### src/rtl/temp_display_scan.sv
// temp_display_scan: three-digit multiplexed 7-segment scan driver
// for the LM07 sign/BCD sample, with blanking, guard and stale dash.
module temp_display_scan #(
  parameter int          REFRESH_DIV  = 1000,
  parameter int          GUARD        = 2,
  parameter logic [23:0] STALE_CYCLES = 24'd5_000_000
) (
  input  logic       SYSCLK,
  input  logic       RST,
  input  logic       data_valid,
  input  logic       temp_sign,
  input  logic [3:0] bcd_tens,
  input  logic [3:0] bcd_ones,
  output logic [6:0] SEG,
  output logic [2:0] DIG_SEL,
  output logic       stale
);

  typedef enum logic [1:0] {
    S_SIGN = 2'd0,
    S_TENS = 2'd1,
    S_ONES = 2'd2
  } slot_t;

  localparam logic [15:0] DIV_LAST = 16'(REFRESH_DIV - 1);
  localparam logic [15:0] GUARD_W  = 16'(GUARD);
  localparam logic [6:0]  G_DASH   = 7'b0111111;
  localparam logic [6:0]  G_BLANK  = 7'b1111111;

  logic [15:0] presc;
  slot_t       slot;
  logic        sign_r;
  logic [3:0]  tens_r;
  logic [3:0]  ones_r;
  logic [23:0] stale_cnt;
  logic [6:0]  glyph;
  logic [2:0]  dig_nxt;

  function automatic logic [6:0] seg7(input logic [3:0] d);
    logic [6:0] s;
    case (d)
      4'd0:    s = 7'b1000000;
      4'd1:    s = 7'b1111001;
      4'd2:    s = 7'b0100100;
      4'd3:    s = 7'b0110000;
      4'd4:    s = 7'b0011001;
      4'd5:    s = 7'b0010010;
      4'd6:    s = 7'b0000010;
      4'd7:    s = 7'b1111000;
      4'd8:    s = 7'b0000000;
      4'd9:    s = 7'b0010000;
      default: s = G_DASH;
    endcase
    return s;
  endfunction

  // Slot prescaler and slot sequencer; slot advances on the last prescaler count
  always_ff @(posedge SYSCLK or posedge RST) begin
    if (RST) begin
      presc <= '0;
      slot  <= S_SIGN;
    end else if (presc == DIV_LAST) begin
      presc <= '0;
      case (slot)
        S_SIGN:  slot <= S_TENS;
        S_TENS:  slot <= S_ONES;
        S_ONES:  slot <= S_SIGN;
        default: slot <= S_SIGN;
      endcase
    end else begin
      presc <= presc + 16'd1;
    end
  end

  // Sample latch plus stale watchdog; a fresh sample beats the terminal count
  always_ff @(posedge SYSCLK or posedge RST) begin
    if (RST) begin
      sign_r    <= 1'b0;
      tens_r    <= '0;
      ones_r    <= '0;
      stale_cnt <= '0;
      stale     <= 1'b1;
    end else if (data_valid) begin
      sign_r    <= temp_sign;
      tens_r    <= bcd_tens;
      ones_r    <= bcd_ones;
      stale_cnt <= '0;
      stale     <= 1'b0;
    end else if (stale_cnt < STALE_CYCLES) begin
      stale_cnt <= stale_cnt + 24'd1;
      if (stale_cnt == STALE_CYCLES - 24'd1)
        stale <= 1'b1;
    end
  end

  // Glyph for the current slot, stale dash overriding everything
  always_comb begin
    glyph = G_BLANK;
    if (stale) begin
      glyph = G_DASH;
    end else begin
      case (slot)
        S_SIGN:
          glyph = sign_r ? G_DASH : G_BLANK;
        S_TENS:
          if (tens_r > 4'd9)
            glyph = G_DASH;
          else if (tens_r == 4'd0)
            glyph = G_BLANK;
          else
            glyph = seg7(tens_r);
        S_ONES:
          glyph = (ones_r > 4'd9) ? G_DASH : seg7(ones_r);
        default:
          glyph = G_BLANK;
      endcase
    end
  end

  // Digit enable: dark during the guard window at the head of each slot
  always_comb begin
    dig_nxt = 3'b111;
    if (presc >= GUARD_W) begin
      case (slot)
        S_SIGN:  dig_nxt = 3'b011;
        S_TENS:  dig_nxt = 3'b101;
        S_ONES:  dig_nxt = 3'b110;
        default: dig_nxt = 3'b111;
      endcase
    end
  end

  // Registered segment and digit outputs
  always_ff @(posedge SYSCLK or posedge RST) begin
    if (RST) begin
      SEG     <= G_BLANK;
      DIG_SEL <= 3'b111;
    end else begin
      SEG     <= glyph;
      DIG_SEL <= dig_nxt;
    end
  end

endmodule

### config.mk
export PLATFORM = sky130hd
export DESIGN_NAME = temp_display_scan
export DESIGN_NICKNAME = d
export VERILOG_FILES = /design/src/rtl/temp_display_scan.sv
export SDC_FILE = /design/constraint.sdc
export NUM_CORES = 1
export LEC_CHECK = 0
export CORE_ASPECT_RATIO = 1.25
export CORE_MARGIN = 3
export CORE_UTILIZATION = 35
export CTS_CLUSTER_DIAMETER = 100
export DETAILED_ROUTE_END_ITERATION = 12
export GPL_TIMING_DRIVEN = 0
export PLACE_DENSITY = 0.51
export SKIP_CTS_REPAIR_TIMING = 1
export SYNTH_ARGS = -nofsm -noshare
export SYNTH_HDL_FRONTEND = slang
export SYNTH_SLANG_ARGS = --single-unit
### constraint.sdc
create_clock -name SYSCLK -period 2.3 [get_ports SYSCLK]
set_input_delay 0.69 -clock SYSCLK [delete_from_list [all_inputs] [get_ports SYSCLK]]
set_output_delay 0.69 -clock SYSCLK [all_outputs]
set_load 0.01 [all_outputs]
* After elaboration in Yosys (flattened, before gate mapping)
Memories as Yosys holds them, arrays and structs flattened.
Cells that the tools add are included.
** Cells by class
- Reduce and logical (&&, ||, !) cells :: 5
- Add/subtract/negate cells :: 2
- Mux-type cells :: 15
- $lt $le $gt $ge :: 4
- Eq/ne operators :: 4
** Operators by type and width (count)
- 24-bit two-way mux :: 2
- 7-bit two-way mux :: 5
- 24-bit by 1-bit adder with 24-bit output, second input constant :: 1
- 24-bit by 23-bit equality test with 1-bit output, second input constant :: 1
- 24-bit by 23-bit less-than comparator with 1-bit output, second input constant :: 1
- 7-bit one-hot mux with 3 select lines :: 1
- 16-bit by 1-bit adder with 16-bit output, second input constant :: 1
- 16-bit by 10-bit equality test with 1-bit output, second input constant :: 1
- 16-bit by 2-bit >= comparator with 1-bit output, second input constant :: 1
- 16-bit two-way mux :: 1
- 3-bit one-hot mux with 3 select lines :: 1
- 4-bit > comparator, second input constant :: 2
- 4-bit zero test :: 1
- 2-bit one-hot mux with 2 select lines :: 1
- 2-bit nonzero test :: 2
- 1-bit two-way mux :: 3
- 3-bit two-way mux :: 1
- 2-bit by 1-bit equality test with 1-bit output, second input constant :: 1
- 2-bit equality test, second input constant :: 1
- 2-bit zero test :: 1
- 2-bit AND reduction :: 1
** Storage, ports and cells
- Input port bits :: 12
- Register bits after elaboration :: 62
- Word-level logic and storage cells :: 41
- Memory bits (read-only) :: 224
- Output and inout port bits :: 11
- Memories :: 2
** Memory list
- (name not given) :: depth 16, width 7, read ports 1, clocked after Yosys merged registers in 0, write ports 0, RTL line 41 : case (d)
- (name not given) :: depth 16, width 7, read ports 1, clocked after Yosys merged registers in 0, write ports 0, RTL line 41

* Longest topological paths before layout
Gate-level depths: netlist of run 1.
- Depth after elaboration :: 5
- Depth in mapped cells :: 8

* Worst setup path after synthesis of run 1
Ideal clock, no wire load.
- Kind :: register to register
- Start :: register stale_cnt[16]
- End :: register stale_cnt[1]
- Slack :: -43 ps
- Required time :: 2168 ps
- Arrival :: 2211 ps
- Period minus slack after synthesis :: 2343 ps
- Setup time :: 132 ps
- Path buffers :: 2
- Cell stages (with the launch flop) :: 8
- Cell sequence :: dfrtp_1 > or4_4 > or4_1 > o22ai_2 > buf_4 > buf_6 > mux2i_1 > nor2_1
** Between the ends
- Word-level cells in the longest chain between the ends :: 2
** Ends and longest elaborated chain
- from (decl) :: RTL line 35 : logic [23:0] stale_cnt;
- from (signal assigned) :: RTL line 90 : stale_cnt <= stale_cnt + 24'd1;
- 24-bit by 23-bit less-than comparator with 1-bit output :: RTL line 89 : end else if (stale_cnt < STALE_CYCLES) begin
- 2-bit nonzero test (no line)
No other way between the ends.
A chain may end at the register's enable or synchronous reset.

* Worst setup path after layout of run 1
- Start :: register stale_cnt[21]
- End :: register stale_cnt[1]
Same word-level chain as after synthesis.

==> metrics.md, run 1 <==
| Metric | Value |
|---|---|
| Run status | `finished, violations left` |
| Violated checks | `negative setup slack` |
| Share of layout cells above drive strength 1 | `19.5%` |
| Seq cells post-synth | `62` |
| Hold Slack | `460 ps` |
| Clock sink count | `slightly above 60` |
| Worst-Margin Slew | `759 ps` |
| H-tree levels | `3` |
| Initial antenna violation count | `0` |
| Peak Freq | `414 MHz` |
| CP arrival | `2620 ps` |
| Vias in the first global route | `2,560` |
| First-pass GRT wire length | `approximately 12,000 um` |
| Drt first pass iters | `5` |
| Ys async rst share | `100%` |
| EDFF count, synth | `0` |
| Starting Density | `~37%` |
| Nets | `404` |
| CTS tree | `yes` |
| CTS Root Cell | `clkbuf_8` |
| Area Overhead vs Synth | `26.1%` |
| Antenna Nets Post-Route | `0` |
| Synth cell types | `40` |
| Worst vdd ir | `0.311 mV` |
| DRC Markers | `0` |
| MaxCap Viol Count | `0` |
| Startpoint types | `flop` |
| Post-Synthesis Cells | `334` |
| Tot Pwr | `about 2.4 mW` |
| Pleak | `1.66 nW` |
| Gpl congestion | `0.777` |
| Syn_nets | `between 300 and 400` |
| Top cells by area, synth | `dfrtp_1 39%, dfstp_2 8.9%, ha_1 5.0%` |
| DR vias | `2,629` |
| Ys Warns | `0` |
| WS Path Type | `reg -> reg` |
| Synthesized cell area | `roughly 3300 um2` |
| Clock Tree Buf Depth | `2` |
| Avg WL per Cell | `14.7 um` |
| DP HPWL | `4930 um` |
| Final setup fails | `21` |
| Yosys top cell by area | `dfrtp_1` |
| Die area | `10,500 um2` |
| Die Ht | `114 um` |
| Fill count | `853` |
| Utilization after layout | `between 40% and 50%` |
| Main synth FF type | `dfrtp_1` |
| Unrepaired setup endpoints after global routing | `true` |
| Minimum clock period | `2410 ps` |
| I/O pin count | `23` |
| Synth top area share | `39.3%` |
| Critical path required time | `2500 ps` |
| Buffers on Ports | `21` |
| Worst-Skew Late Latency | `around 340 ps` |
| Slew HR | `between 40 and 50%` |
| Seq/Total Area, Yosys | `48.2%` |
| Row count | `38` |
| Total CTS buffers | `9` |
| GRT Residual Overflow | `0` |
| CP Capture Type | `flop` |
| Final WL | `7400 um` |
| Core area | `8840 um2` |
| Final Cell Area | `4100 um2` |
| Die width | `92.2 um` |
| N_diodes | `0` |
| Largest net degree at the start of global routing | `41` |
| Iter 0 DRT Violations | `97` |
| Area of placed instances | `3650 um2` |
| Final clock skew | `10.6 ps` |
| CP Max Fanout | `6` |
| Final Hold Vio Count | `0` |
| Crit share post-route | `105%` |
| Via/cell ratio | `between 5 and 6` |
| Global Route Usage Sum | `14.9%` |
| Average size of a mapped cell | `about 9.7 um2` |
| Hold crit path type | `reg -> reg` |
| Final slew viol count | `0` |
| Setup slack after layout | `-115 ps` |
| Clock Pin Slew Worst Setup and Hold Paths | `70 ps` |
| Pwr Density | `slightly below 600 nW/um2` |
registers in the layout (all words and copies together) (netlist names):
signal / count
presc: 16
sign_r: 1
SEG: 7
stale: 1
ones_r: 4
DIG_SEL: 3
stale_cnt: 24
slot: 2
tens_r: 4
through the flow:
stage | cells | setup slack [ps] | TNS (ps)
6_report | 504 | -115 | -1190
3_5_place_dp | 476 | -197 | -3030
5_1_grt | 504 | -184 | -2980
4_1_cts | 492 | -218 | -3560
3_3_place_gp | 475 | -1070 | -63090
2_1_floorplan | 334 | -16.5 | -115
area by class of cell:
| class | instances | area [um2] | area share, % |
|---|---|---|---|
| repair buffers | 35 | 360 | 8.79 |
| clock inverters | 4 | 70.1 | 1.71 |
| flip-flops and latches | 62 | 1570 | 38.3 |
| multi-input cells | 246 | 1670 | 40.8 |
| inverters | 11 | 41.3 | 1.01 |
| well taps | 120 | 150 | 3.66 |
| clock buffers | 12 | 145 | 3.54 |
| plain buffers | 14 | 91.3 | 2.23 |
kinds of logic after synthesis:
| logic type | synth area share, % |
|---|---|
| AOI/OAI and AO/OA | 15.9 |
| muxes | 3.35 |
| DFF | 48.2 |
| adders and majority gates | 5.00 |
| buffers and inverters | 3.69 |
| and+or+nand+nor | 20.2 |
| xor gates and xnor gates | 3.77 |
critical path: stages (launching register included):
cell	delay [ps]
dfrtp_2	440
or4_1	530
or4_4	580
o22ai_4	200
buf_6	170
buf_8	120
mux2i_1	180
nor2_1	60
cell usage after synthesis (3+ instances only):
master,number
dfrtp_1,51
nand2_1,31
a21oi_1,28
o21ai_0,28
nor2_1,23
nand3_1,14
or4_1,14
ha_1,13
clkbuf_1,11
dfstp_2,11
inv_1,11
o31ai_1,11
or3_1,10
xnor2_1,8
mux2_2,7
nand4_1,7
nor3_1,6
xor2_1,6
nor2b_1,5
a21o_1,4
and3_1,4
mux2i_1,3
nor4_1,3
or2_2,3
layout by cell type (no fill, tap or decap), types with 3 or more instances in the layout:
cell             count
or4_1               13
dfrtp_2              3
o21ai_0             22
o31ai_1              6
clkbuf_1            11
or2_2                3
mux2i_1              3
xnor2_1              8
a21oi_1             28
clkbuf_8            10
nor2_1              23
nand4_1              7
nor3_1               6
clkdlybuf4s50_1     21
and3_1               4
a21o_1               4
nor2b_1              5
xor2_1               6
mux2_2               7
inv_1               10
o31ai_4              4
ha_1                13
nand3_1             14
dfrtp_1             48
o21ai_2              6
or3_1                9
buf_4               10
dfstp_2             11
nand2_1             31
worst paths after layout:
kind                          startpoint            to  slack, ps  cells after the start
max                        stale_cnt[21]  stale_cnt[1]       -110                      7
min                            presc[15]     presc[15]        460                      1
max reg2reg                stale_cnt[21]  stale_cnt[1]       -110                      7
min reg2reg                    presc[15]     presc[15]        460                      1
max in group asynchronous            RST    DIG_SEL[0]        940                      3
min in group asynchronous            RST     presc[15]        710                      2
layer usage:
layer / GRT usage [%] / share of wire [%] / vias to the layer above
met5: 0 / 0 / -
met4: 7.14 / 2.3 / 0
met3: 3.30 / 4.0 / 15
met2: 23.7 / 49 / 54
met1: 19.2 / 45 / 1264
li1: - / - / 1296
where the power goes:
| part | internal (mW) | leakage (nW) | switching [mW] |
|---|---|---|---|
| Sequential | 1.11 | 0.787 | 0.0201 |
| Clock | 0.638 | 0.110 | 0.440 |
| Combinational | 0.0679 | 0.762 | 0.0949 |
| Total | 1.82 | 1.66 | 0.555 |
(Power assumes the default switching activity.)
==> inputs of run 2 (changes only) <==
--- a/config.mk
+++ b/config.mk
@@ -5,8 +5,9 @@
 export SDC_FILE = /design/constraint.sdc
 export NUM_CORES = 1
 export LEC_CHECK = 0
+export CAP_MARGIN = 20
 export CORE_ASPECT_RATIO = 1.25
-export CORE_MARGIN = 3
+export CORE_MARGIN = 2
 export CORE_UTILIZATION = 35
 export CTS_CLUSTER_DIAMETER = 100
 export DETAILED_ROUTE_END_ITERATION = 12
==> metrics.md, run 2 (same netlist as run 1, synthesis figures left out) <==
| Metric | Value |
|---|---|
| Crit-path slowest cell | `or4_4 (unchanged)` |
| Row count | `39 (was 38)` |
| Die area | `10,100 um2 (was 10,500 um2)` |
| CP arrival | `2620 ps (about the same)` |
| Clock sink count | `62 (unchanged)` |
| Total CTS buffers | `9 (unchanged)` |
| DR vias | `2,649 (was 2,629)` |
| Fill count | `892 (was 853)` |
| Final Cell Area | `4200 um2 (was 4100 um2)` |
| CP Max Fanout | `6 (unchanged)` |
| Iter 0 DRT Violations | `107 (was 97)` |
| Multi-input gate area | `1660 um2 (was 1670 um2)` |
| Final slew viol count | `0 (unchanged)` |
| DRC Markers | `0 (unchanged)` |
| WS Path Type | `reg -> reg (unchanged)` |
| Unrepaired setup endpoints after global routing | `true (unchanged)` |
| Buffers on Ports | `21 (unchanged)` |
| Buffers & Inverters on Critical Path | `2 (unchanged)` |
| Die Ht | `112 um (was 114 um)` |
| Run status | `finished, violations left (unchanged)` |
| Flop2flop setup slack | `-110 ps (about the same)` |
| Initial antenna violation count | `0 (unchanged)` |
| First-pass GRT wire length | `12,400 um (about the same)` |
| Final clock skew | `7.15 ps (was 10.6 ps)` |
| Final setup fails | `21 (unchanged)` |
| CP top delay family | `simple AND/OR/NAND/NOR gates (unchanged)` |
| Pleak | `1.71 nW (was 1.66 nW)` |
| Core area | `9080 um2 (was 8840 um2)` |
| Gpl congestion | `0.796 (was 0.777)` |
| Minimum clock period | `2410 ps (about the same)` |
| Register area | `1570 um2 (about the same)` |
| Worst-Skew Late Latency | `340 ps (about the same)` |
| Met2 usage | `25.8% (was 23.7%)` |
| CTS Root Cell | `clkbuf_16 (was clkbuf_8)` |
| Starting Density | `35.8% (was 36.8%)` |
| Pwr Density | `634 nW/um2 (was 579 nW/um2)` |
| Worst vdd ir | `0.355 mV (was 0.311 mV)` |
| Most frequent cells in the layout | `47 x dfrtp_1, 31 x nand2_1, 26 x a21oi_1 (was 48 x dfrtp_1, 31 x nand2_1, 28 x a21oi_1)` |
| Final Hold Vio Count | `0 (unchanged)` |
| Area Overhead vs Synth | `29.3% (was 26.1%)` |
| CP Capture Type | `flop (unchanged)` |
| Slew HR | `47.3% (was 49.4%)` |
| Setup WS pre-CTS | `-227 ps (was -197 ps)` |
| GRT Residual Overflow | `0 (unchanged)` |
| Startpoint types | `flop (unchanged)` |
| MaxCap Viol Count | `0 (unchanged)` |
| Drt first pass iters | `4 (was 5)` |
| Vias in the first global route | `2,551 (was 2,560)` |
| Crit-path cells | `or4_4, or4_4, o22ai_4, buf_6, buf_8, mux2i_1, nor2_1 (was or4_1, or4_4, o22ai_4, buf_6, buf_8, mux2i_1, nor2_1)` |
| H-tree levels | `3 (unchanged)` |
| Worst-Margin Slew | `791 ps (was 759 ps)` |
| Met3 Usage GRT | `3.32% (was 3.30%)` |
| Most common cell after layout, fill and taps aside | `dfrtp_1 (unchanged)` |
| Share of layout cells above drive strength 1 | `20.7% (was 19.5%)` |
| Violated checks | `negative setup slack (unchanged)` |
| Critical path required time | `2500 ps (about the same)` |
| Peak Freq | `414 MHz (about the same)` |
| Nets | `407 (was 404)` |
| Largest stage delay, worst path | `580 ps (about the same)` |
| Global Route Usage Sum | `15.6% (was 14.9%)` |
| Largest net degree at the start of global routing | `39 (was 41)` |
| I/O pin count | `23 (unchanged)` |
| Hold crit path type | `reg -> reg (unchanged)` |
| Busiest grt layer | `met2 (unchanged)` |
| Crit share post-route | `105% (about the same)` |
| Hold Slack | `462 ps (was 460 ps)` |
| DP HPWL | `4920 um (was 4930 um)` |
| Crit path top cell by count | `or4_4` |
| Antenna Nets Post-Route | `0 (unchanged)` |
| Die width | `90.2 um (was 92.2 um)` |
| Clock Tree Buf Depth | `2 (unchanged)` |
| GR Layer Usage met1 | `18.7% (was 19.2%)` |
| Final WL | `7630 um (was 7400 um)` |
| Via/cell ratio | `5.19 (was 5.22)` |
| Avg WL per Cell | `15.0 um (was 14.7 um)` |
| Top reg by flops | `stale_cnt (unchanged)` |
| Setup slack after layout | `-113 ps (was -115 ps)` |
| Area of placed instances | `3650 um2 (about the same)` |
| Biggest regs | `stale_cnt x24, presc x16, SEG x7 (unchanged)` |
| N_diodes | `0 (unchanged)` |
| CTS tree | `yes (unchanged)` |
| Clock Pin Slew Worst Setup and Hold Paths | `60 ps (was 70 ps)` |
| Max reg flops | `24 (unchanged)` |
[run 2: metrics by stage]
step	power (mW)	instances	setup TNS, ps	util [%]
global route	2.77	510	-2830	46.3
floorplan	1.26	334	-115	-
detailed placement	1.32	479	-3470	40.2
CTS	2.69	495	-3630	43.5
global placement	1.31	478	-65060	40.0
finish	2.66	510	-1380	46.3
[run 2: worst paths after layout]
path	from	end	depth (start not counted)
hold reg to reg	presc[15]	presc[15]	1
setup / recovery	stale_cnt[21]	stale_cnt[1]	7
setup reg to reg	stale_cnt[21]	stale_cnt[1]	7
hold / removal	presc[15]	presc[15]	1
min in group asynchronous	RST	presc[15]	2
max in group asynchronous	RST	SEG[2]	3
[run 2: area by class of cell]
type | count | area share, %
clock buffers | 10 | 5.68
clock inverters | 6 | 1.46
plain buffers | 14 | 2.17
inverters | 11 | 0.982
flip-flops and latches | 62 | 37.4
well taps | 123 | 3.66
multi-input cells | 246 | 39.6
repair buffers | 38 | 9.11
[run 2: layer usage]
metal  wire length (um)  up-vias
met4                208        0
met3                209       17
met2               3770       45
met5                  0        -
li1                   -     1304
met1               3440     1283
[run 2: report_power, final]
part / total, mW / internal, mW / switching, mW
combinational: 0.162 / 0.0676 / 0.0945
clock: 1.37 / 0.863 / 0.505
sequential: 1.13 / 1.11 / 0.0194
total: 2.66 / 2.05 / 0.619
==> inputs of run 3 (changes only) <==
--- a/config.mk
+++ b/config.mk
@@ -11,7 +11,6 @@
 export CORE_UTILIZATION = 35
 export CTS_CLUSTER_DIAMETER = 100
 export DETAILED_ROUTE_END_ITERATION = 12
-export GPL_TIMING_DRIVEN = 0
 export PLACE_DENSITY = 0.51
 export SKIP_CTS_REPAIR_TIMING = 1
 export SYNTH_ARGS = -nofsm -noshare
==> metrics.md, run 3 (same netlist as run 1, synthesis figures left out) <==
| Metric | Value |
|---|---|
| Run status | `finished, violations left (unchanged)` |
| Violated checks | `negative setup slack (unchanged)` |
| Nets | `406 (was 407)` |
| Buffers on Ports | `22 (was 21)` |
| Core area | `9080 um2 (unchanged)` |
| Switch Pwr | `0.608 mW (was 0.619 mW)` |
| CP arrival | `2570 ps (was 2620 ps)` |
| Crit share post-route | `101% (was 105%)` |
| Die area | `10,100 um2 (unchanged)` |
| Total CTS buffers | `9 (unchanged)` |
| Tot Pwr | `2.69 mW (was 2.66 mW)` |
| Clock Pin Slew Worst Setup and Hold Paths | `50 ps (was 60 ps)` |
| Fill count | `912 (was 892)` |
| GRT Residual Overflow | `0 (unchanged)` |
| Clock sink count | `62 (unchanged)` |
| Critical path required time | `2550 ps (was 2500 ps)` |
| Biggest regs | `stale_cnt x24, presc x16, SEG x7 (unchanged)` |
| CTS Root Cell | `clkbuf_16 (unchanged)` |
| First-pass GRT wire length | `11,900 um (was 12,400 um)` |
| Slew HR | `67.6% (was 47.3%)` |
| DR vias | `2,619 (was 2,649)` |
| Starting Density | `35.8% (unchanged)` |
| Via/cell ratio | `5.15 (was 5.19)` |
| WS Path Type | `reg -> reg (unchanged)` |
| Final WL | `6950 um (was 7630 um)` |
| Pwr Density | `644 nW/um2 (was 634 nW/um2)` |
| Antenna Nets Post-Route | `0 (unchanged)` |
| Flop2flop setup slack | `-10 ps (was -110 ps)` |
| CTS tree | `yes (unchanged)` |
| Crit path from | `stale_cnt[23] (was stale_cnt[21])` |
| Top reg by flops | `stale_cnt (unchanged)` |
| Worst-Margin Slew | `485 ps (was 791 ps)` |
| DRC Markers | `0 (unchanged)` |
| Die Ht | `112 um (unchanged)` |
| CP Max Fanout | `18 (was 6)` |
| Crit path to | `stale_cnt[14] (was stale_cnt[1])` |
| Clock Tree Buf Depth | `2 (unchanged)` |
| N_diodes | `0 (unchanged)` |
| Worst-Skew Late Latency | `330 ps (was 340 ps)` |
| Final Hold Vio Count | `0 (unchanged)` |
| Iter 0 DRT Violations | `83 (was 107)` |
| Worst flop-to-flop path startpoint | `stale_cnt[23] (was stale_cnt[21])` |
| Hold crit path type | `reg -> reg (unchanged)` |
| Seq pwr share | `42.7% (was 42.6%)` |
| Min-Delay Startpoint | `presc[0] (was presc[15])` |
| Vias in the first global route | `2,490 (was 2,551)` |
| Startpoint types | `flop (unchanged)` |
| Gpl congestion | `0.776 (was 0.796)` |
| Setup slack after layout | `-12.1 ps (was -113 ps)` |
| Share of layout cells above drive strength 1 | `21.2% (was 20.7%)` |
| Minimum clock period | `2310 ps (was 2410 ps)` |
| CP Capture Type | `flop (unchanged)` |
| I/O pin count | `23 (unchanged)` |
| Most frequent cells in the layout | `50 x dfrtp_1, 31 x nand2_1, 26 x o21ai_0 (was 47 x dfrtp_1, 31 x nand2_1, 26 x a21oi_1)` |
| Sw frac | `22.6% (was 23.2%)` |
| Worst R2R End | `stale_cnt[14] (was stale_cnt[1])` |
| R2R depth | `6 (was 7)` |
| Cell Int Power | `2.08 mW (was 2.05 mW)` |
| Area Overhead vs Synth | `28.5% (was 29.3%)` |
| Most common cell after layout, fill and taps aside | `dfrtp_1 (unchanged)` |
| Power share of the clock group | `51.6% (was 51.3%)` |
| Global Route Usage Sum | `14.6% (was 15.6%)` |
| Final clock skew | `4.18 ps (was 7.15 ps)` |
| Gate power share | `5.7% (was 6.1%)` |
| Peak Freq | `433 MHz (was 414 MHz)` |
| Initial antenna violation count | `0 (unchanged)` |
| Pleak | `1.73 nW (was 1.71 nW)` |
| Die width | `90.2 um (unchanged)` |
| Row count | `39 (unchanged)` |
| Drt first pass iters | `4 (unchanged)` |
| Final setup fails | `3 (was 21)` |
| DP HPWL | `4940 um (was 4920 um)` |
| Final slew viol count | `0 (unchanged)` |
| Max reg flops | `24 (unchanged)` |
| MaxCap Viol Count | `0 (unchanged)` |
| Sum Neg Setup Slack | `-28.6 ps (was -1380 ps)` |
| H-tree levels | `3 (unchanged)` |
| Avg WL per Cell | `13.7 um (was 15.0 um)` |
| Largest net degree at the start of global routing | `27 (was 39)` |
| Unrepaired setup endpoints after global routing | `true (unchanged)` |
| Worst vdd ir | `0.323 mV (was 0.355 mV)` |
==> run 3: changes by cell type in the layout (fill, tap and decap cells not counted), moves of 4 or more <==
| cell | delta |
|---|---|
| or4_1 | -4 |
| o21ai_2 | -4 |
| clkbuf_1 | -9 |
| buf_4 | +8 |
| o31ai_4 | -4 |
| or4_4 | +4 |
| o31ai_1 | +4 |
==> run 3: power by group through the flow <==
stage	registers, mW	logic [mW]	clock network, mW
after floorplan	1.15	0.109	0
after global placement	1.16	0.156	0
after detailed placement	1.17	0.157	0
after CTS	1.15	0.158	1.43
after global routing	1.15	0.179	1.48
final	1.15	0.154	1.39
==> run 3: cell type report <==
cell class / instances / area, um2 / area share (%)
Clock buffer: 11 / 253 / 6.05
Sequential cell: 62 / 1570 / 37.5
Clock inverter: 5 / 57.6 / 1.38
Inverter: 11 / 41.3 / 0.988
Multi-Input combinational cell: 246 / 1620 / 38.7
Tap cell: 123 / 154 / 3.68
Timing Repair Buffer: 51 / 488 / 11.7
==> run 3: worst min path at each step <==
stage,slack [ps],to,cells past startpoint
after detailed placement,470,presc[15],1
after global placement,460,presc[15],1
after global routing,490,presc[15],1
final,480,presc[0],1
after CTS,480,presc[0],1
after floorplan,440,presc[15],1
==> run 3: critical path: stages, from the launching register on <==
cell and delay [ps]:
dfrtp_1 380, or4_4 560, a2111oi_4 290, o22ai_4 170, buf_12 180, or4_1 500
a21oi_1 150
==> run 3: metal layers <==
metal | GRT usage, % | up-vias | share of wire (%)
met1 | 18.3 | 1259 | 46
met4 | 7.49 | 0 | 3.0
li1 | - | 1306 | -
met5 | 0 | - | 0
met2 | 23.1 | 37 | 48
met3 | 3.79 | 17 | 3.3
==> run 3: through the flow <==
| step | instances | hold slack (ps) | setup WS [ps] | cell area (um2) | util, % |
|---|---|---|---|---|---|
| 4_1_cts | 503 | 483 | -178 | 4080 | 44.9 |
| 5_1_grt | 509 | 494 | -128 | 4180 | 46.0 |
| 3_3_place_gp | 487 | 456 | -113 | 3770 | 41.5 |
| 3_5_place_dp | 487 | 474 | -185 | 3770 | 41.5 |
| 6_report | 509 | 478 | -12.1 | 4180 | 46.0 |
| 2_1_floorplan | 334 | 437 | -16.5 | 3270 | - |
==> patch 1: new RTL, flow settings as in run 1 <==
The 3 values of `slot_t` get a one-hot encoding in 3 bits.
--- a/src/rtl/temp_display_scan.sv
+++ b/src/rtl/temp_display_scan.sv
@@ -17,8 +17,8 @@
 );
 
-  typedef enum logic [1:0] {
-    S_SIGN = 2'd0,
-    S_TENS = 2'd1,
-    S_ONES = 2'd2
+  typedef enum logic [2:0] {
+    S_SIGN = 3'b001,
+    S_TENS = 3'b010,
+    S_ONES = 3'b100
   } slot_t;
 
Formal check against the unedited RTL: no difference found for any inputs over 10 cycles, from zero or initial values and one cycle with RST high; not proved beyond that.
==> patch 1 against run 1 <==
Combinational power grew 12%. Wire length up 3.9%. Design area grew 1.8%. Worst setup slack better by 260 ps. Sequential cell count up 1. Die area is 4.7% higher. Total power is 19% higher. Fmax rose by 12%. Synthesized area up 5.0%. Highest routed layer unchanged.
==> patch 1: results (changes against run 1) <==
hpwlAfterDp_microns: 5410  # +9.7%
track_usage_pct: 15.4  # +0.57 points
io_buffer_count: 22  # +4.8%
placed_cells: 498  # +4.6%
pre_cts_slack_ps: -244  # -46.3 ps
ys_seq_area_share_pct: 46.6  # -1.5 points
final_net_count: 411  # +1.7%
outcome: "completed"
cp_slowest_cell: "dfstp_2"
crit_fanout: 5  # -1
reg2regPathDepth: 8  # +1
cp_top_family: "flip-flops"
startpoint: "stale"
grt_pass1_wl_microns: 13300  # +7.4%
drive_above_1_share_pct: 14.1  # -5.5 points
leakagePower_nw: 1.69  # +1.6%
drtIter0Drc: 93  # -4.1%
cp_data_arrival_time_ps: 1460  # -1160 ps
post_drt_wl_per_cell_microns: 14.9  # +1.8%
worst_pin_slew_ps: 523  # -236 ps
grt_start_max_net_pins: 43  # +4.9%
irDropWorstVdd_mv: 0.324  # +4.3%
path_clk_slew_ps: 50  # -20 ps
ys_types: 52  # +30%
grt_pass1_vias: 2781  # +8.6%
==> patch 1: cell types whose count changed in the layout (fill, tap and decap cells not counted), moves of 6 or more <==
cell	before	now
buf_4	10	0
clkbuf_16	2	9
o21ai_2	6	0
o21ai_0	22	16
nand3_1	14	26
clkbuf_8	10	2
nand2_1	31	23
==> patch 1: how the worst max path moves through the flow <==
stage / end / slack (ps) / cells after the start
global placement: stale_cnt[21] / -1150 / 2
CTS: stale_cnt[22] / -10 / 6
finish: stale / 150 / 1
floorplan: ones_r[0] / 60 / 1
detailed placement: stale_cnt[2] / -240 / 4
global route: stale_cnt[10] / 10 / 7
==> patch 1: final cells by class <==
cell class / instances / area share [%]
multi-input cells: 264 / 41.6
flip-flops and latches: 63 / 38.2
clock buffers: 11 / 6.06
repair buffers: 23 / 5.76
well taps: 123 / 3.69
plain buffers: 16 / 1.98
clock inverters: 5 / 1.92
inverters: 9 / 0.810
==> patch 1: logic make-up after synthesis <==
group           share of synthesized area (%)
compound gates                           13.7
xor+xnor                                 3.85
fa+ha+maj                                4.76
buf+inv                                  3.30
flops                                    46.6
mux                                      3.59
simple gates                             24.2
==> patch 1: power by group through the flow <==
| stage | Sequential [mW] | Clock [mW] | Combinational [mW] |
|---|---|---|---|
| finish | 1.15 | 1.50 | 0.182 |
| global route | 1.15 | 1.59 | 0.203 |
| CTS | 1.15 | 1.54 | 0.184 |
| detailed placement | 1.17 | 0 | 0.183 |
| global placement | 1.17 | 0 | 0.177 |
| floorplan | 1.16 | 0 | 0.122 |
==> patch 1: stage by stage <==
step | util (%) | setup TNS (ps)
3_3_place_gp | 40.6 | -69160
5_1_grt | 44.7 | 0
4_1_cts | 44.4 | -12.8
6_report | 44.7 | 0
2_1_floorplan | - | 0
3_5_place_dp | 40.9 | -4220
==> patch 1: routing by layer <==
metal	global-route usage [%]	up-vias	wire length, microns
li1	-	1354	-
met5	0	-	0
met3	2.77	12	238
met2	26.4	58	3810
met4	6.94	0	145
met1	19.0	1328	3490
==> patch 2: new RTL, flow settings as in run 1 <==
Made on the original files. Set the parameter `STALE_CYCLES` to 24'd3750000 (it was 24'd5_000_000).
--- a/src/rtl/temp_display_scan.sv
+++ b/src/rtl/temp_display_scan.sv
@@ -4,5 +4,5 @@
   parameter int          REFRESH_DIV  = 1000,
   parameter int          GUARD        = 2,
-  parameter logic [23:0] STALE_CYCLES = 24'd5_000_000
+  parameter logic [23:0] STALE_CYCLES = 24'd3750000
 ) (
   input  logic       SYSCLK,
Behaviour: no difference found for any inputs over 10 cycles, from zero or initial values and one cycle with RST high; that may be too few to reach the edited logic, so the function may still have changed.
==> patch 2 against run 1 <==
Worst setup slack improved by 220 ps. Sequential cell count unchanged. Design area decreased by 1.8%. Clock power increased by 18%. Total power increased by 8.3%. Wire length decreased by 3.0%. Register-to-register slack improved by 250 ps. Sequential power about the same. Synthesized area increased by 2.7%. Largest cell class unchanged.
==> patch 2: results (changes against run 1) <==
grtUsageMet2_pct: 24.0  # +0.27 points
synth_area_leaders: "dfrtp_1 (38%), dfstp_2 (8.7%), ha_1 (4.9%)"
drive_above_1_share_pct: 13.3  # -6.2 points
synth-main-ff-cell: "dfrtp_1"
hpwlAfterDp_microns: 5160  # +4.6%
fin_skew_ps: 9.86  # -0.706 ps
numCtsBuffers: 9  # unchanged
dr.pass1.iters: 4  # -1
reg_top3: "stale_cnt x24, presc x16, SEG x7"
grt_use_met1_pct: 18.4  # -0.75 points
cp_data_arrival_time_ps: 1510  # -1110 ps
synth.top_cells.by_count: "dfrtp_1 (51), nor2_1 (26), nand3_1 (24)"
htreeDepth: 3  # unchanged
clockBufferDepth: 2  # unchanged
root_buffer: "clkbuf_16"
drtIter0Drc: 74  # -24%
via_count: 2611  # -0.68%
hold_path_class: "register to register"
cp_slowest_cell: "dfstp_2"
grt_start_max_net_pins: 35  # -15%
grtUsageMet3_pct: 3.60  # +0.30 points
async_flop_share_pct: 100  # unchanged
irDropWorstVdd_mv: 0.369  # +19%
synth_nets: 370  # +3.1%
path_clk_slew_ps: 50  # -20 ps
place.gp.congestion: 0.821  # +5.6%
synth_fa_ha_area_share_pct: 4.87  # -0.13 points
grt_pass1_wl_microns: 12700  # +2.5%
yosysWarnings: 0  # unchanged
track_usage_pct: 15.0  # +0.14 points
grt_antenna_before_repair: 0  # unchanged
relSlewSlack_pct: 56.0  # +6.6 points
drt_wl_total_microns: 7180  # -3.0%
crit_fanout: 9  # +3
synth_xor_area_share_pct: 4.20  # +0.43 points
ys_seq_area_share_pct: 46.9  # -1.3 points
synthMuxAreaShare_pct: 3.97  # +0.62 points
clk_latency_ps: 330
io_buffer_count: 22  # +4.8%
cp_top_family: "flip-flops"
leakagePower_nw: 1.66  # about the same
n_antenna_cell: 0  # unchanged
synth_compound_area_share_pct: 14.0  # -1.9 points
outcome: "completed"
final_net_count: 404  # unchanged
max_stage_delay_ps: 620  # +40 ps
ys_types: 47  # +18%
-- patch 2: changes by cell type after synthesis, sizes merged, moves of 7 or more --
cell and change:
o21ai -7, nand3 +10, nand2 -8, or3 -7
a21oi -7
-- patch 2: cell type report --
class,instances,area (sq um)
fillers,897,5200
multi-input cells,253,1650
flip-flops and latches,62,1570
clock buffers,14,274
repair buffers,23,240
well taps,123,154
plain buffers,17,85.1
inverters,13,48.8
clock inverters,1,5.00
-- patch 2: final timing paths --
kind                               start            to  slack, ps  cells past startpoint
max                                stale         stale        100                      1
min                            presc[15]     presc[15]        470                      1
max reg2reg                stale_cnt[17]  stale_cnt[6]        140                      7
min reg2reg                    presc[15]     presc[15]        470                      1
max in group asynchronous            RST        SEG[6]        850                      3
min in group asynchronous            RST  stale_cnt[1]        790                      2
-- patch 2: stage by stage --
stage	cells	setup slack [ps]	instance area, sq um	setup TNS, ps	hold WS, ps
after global routing	506	11.4	4030	0	493
after global placement	490	-1150	3710	-67610	466
final	506	102	4030	0	467
after floorplan	345	86.8	3340	0	437
after detailed placement	491	-217	3730	-3160	465
after CTS	506	80.8	4010	0	477
-- patch 2: kinds of logic after synthesis --
group,count (synthesis)
AOI/OAI and AO/OA,74
and+or+nand+nor,138
adders and majority gates,13
xor gates and xnor gates,16
buffers and inverters,30
muxes,12
DFF,62
-- patch 2: per-layer routing --
layer	vias up	routed length [microns]
met5	-	0
met2	42	3540
met1	1244	3250
met3	13	236
li1	1312	-
met4	0	153
-- patch 2: report_power, final --
| group | internal, mW | total [mW] | switching, mW |
|---|---|---|---|
| Sequential | 1.12 | 1.13 | 0.0188 |
| Combinational | 0.0701 | 0.169 | 0.0991 |
| Clock | 0.810 | 1.27 | 0.459 |
| Total | 2.00 | 2.57 | 0.577 |
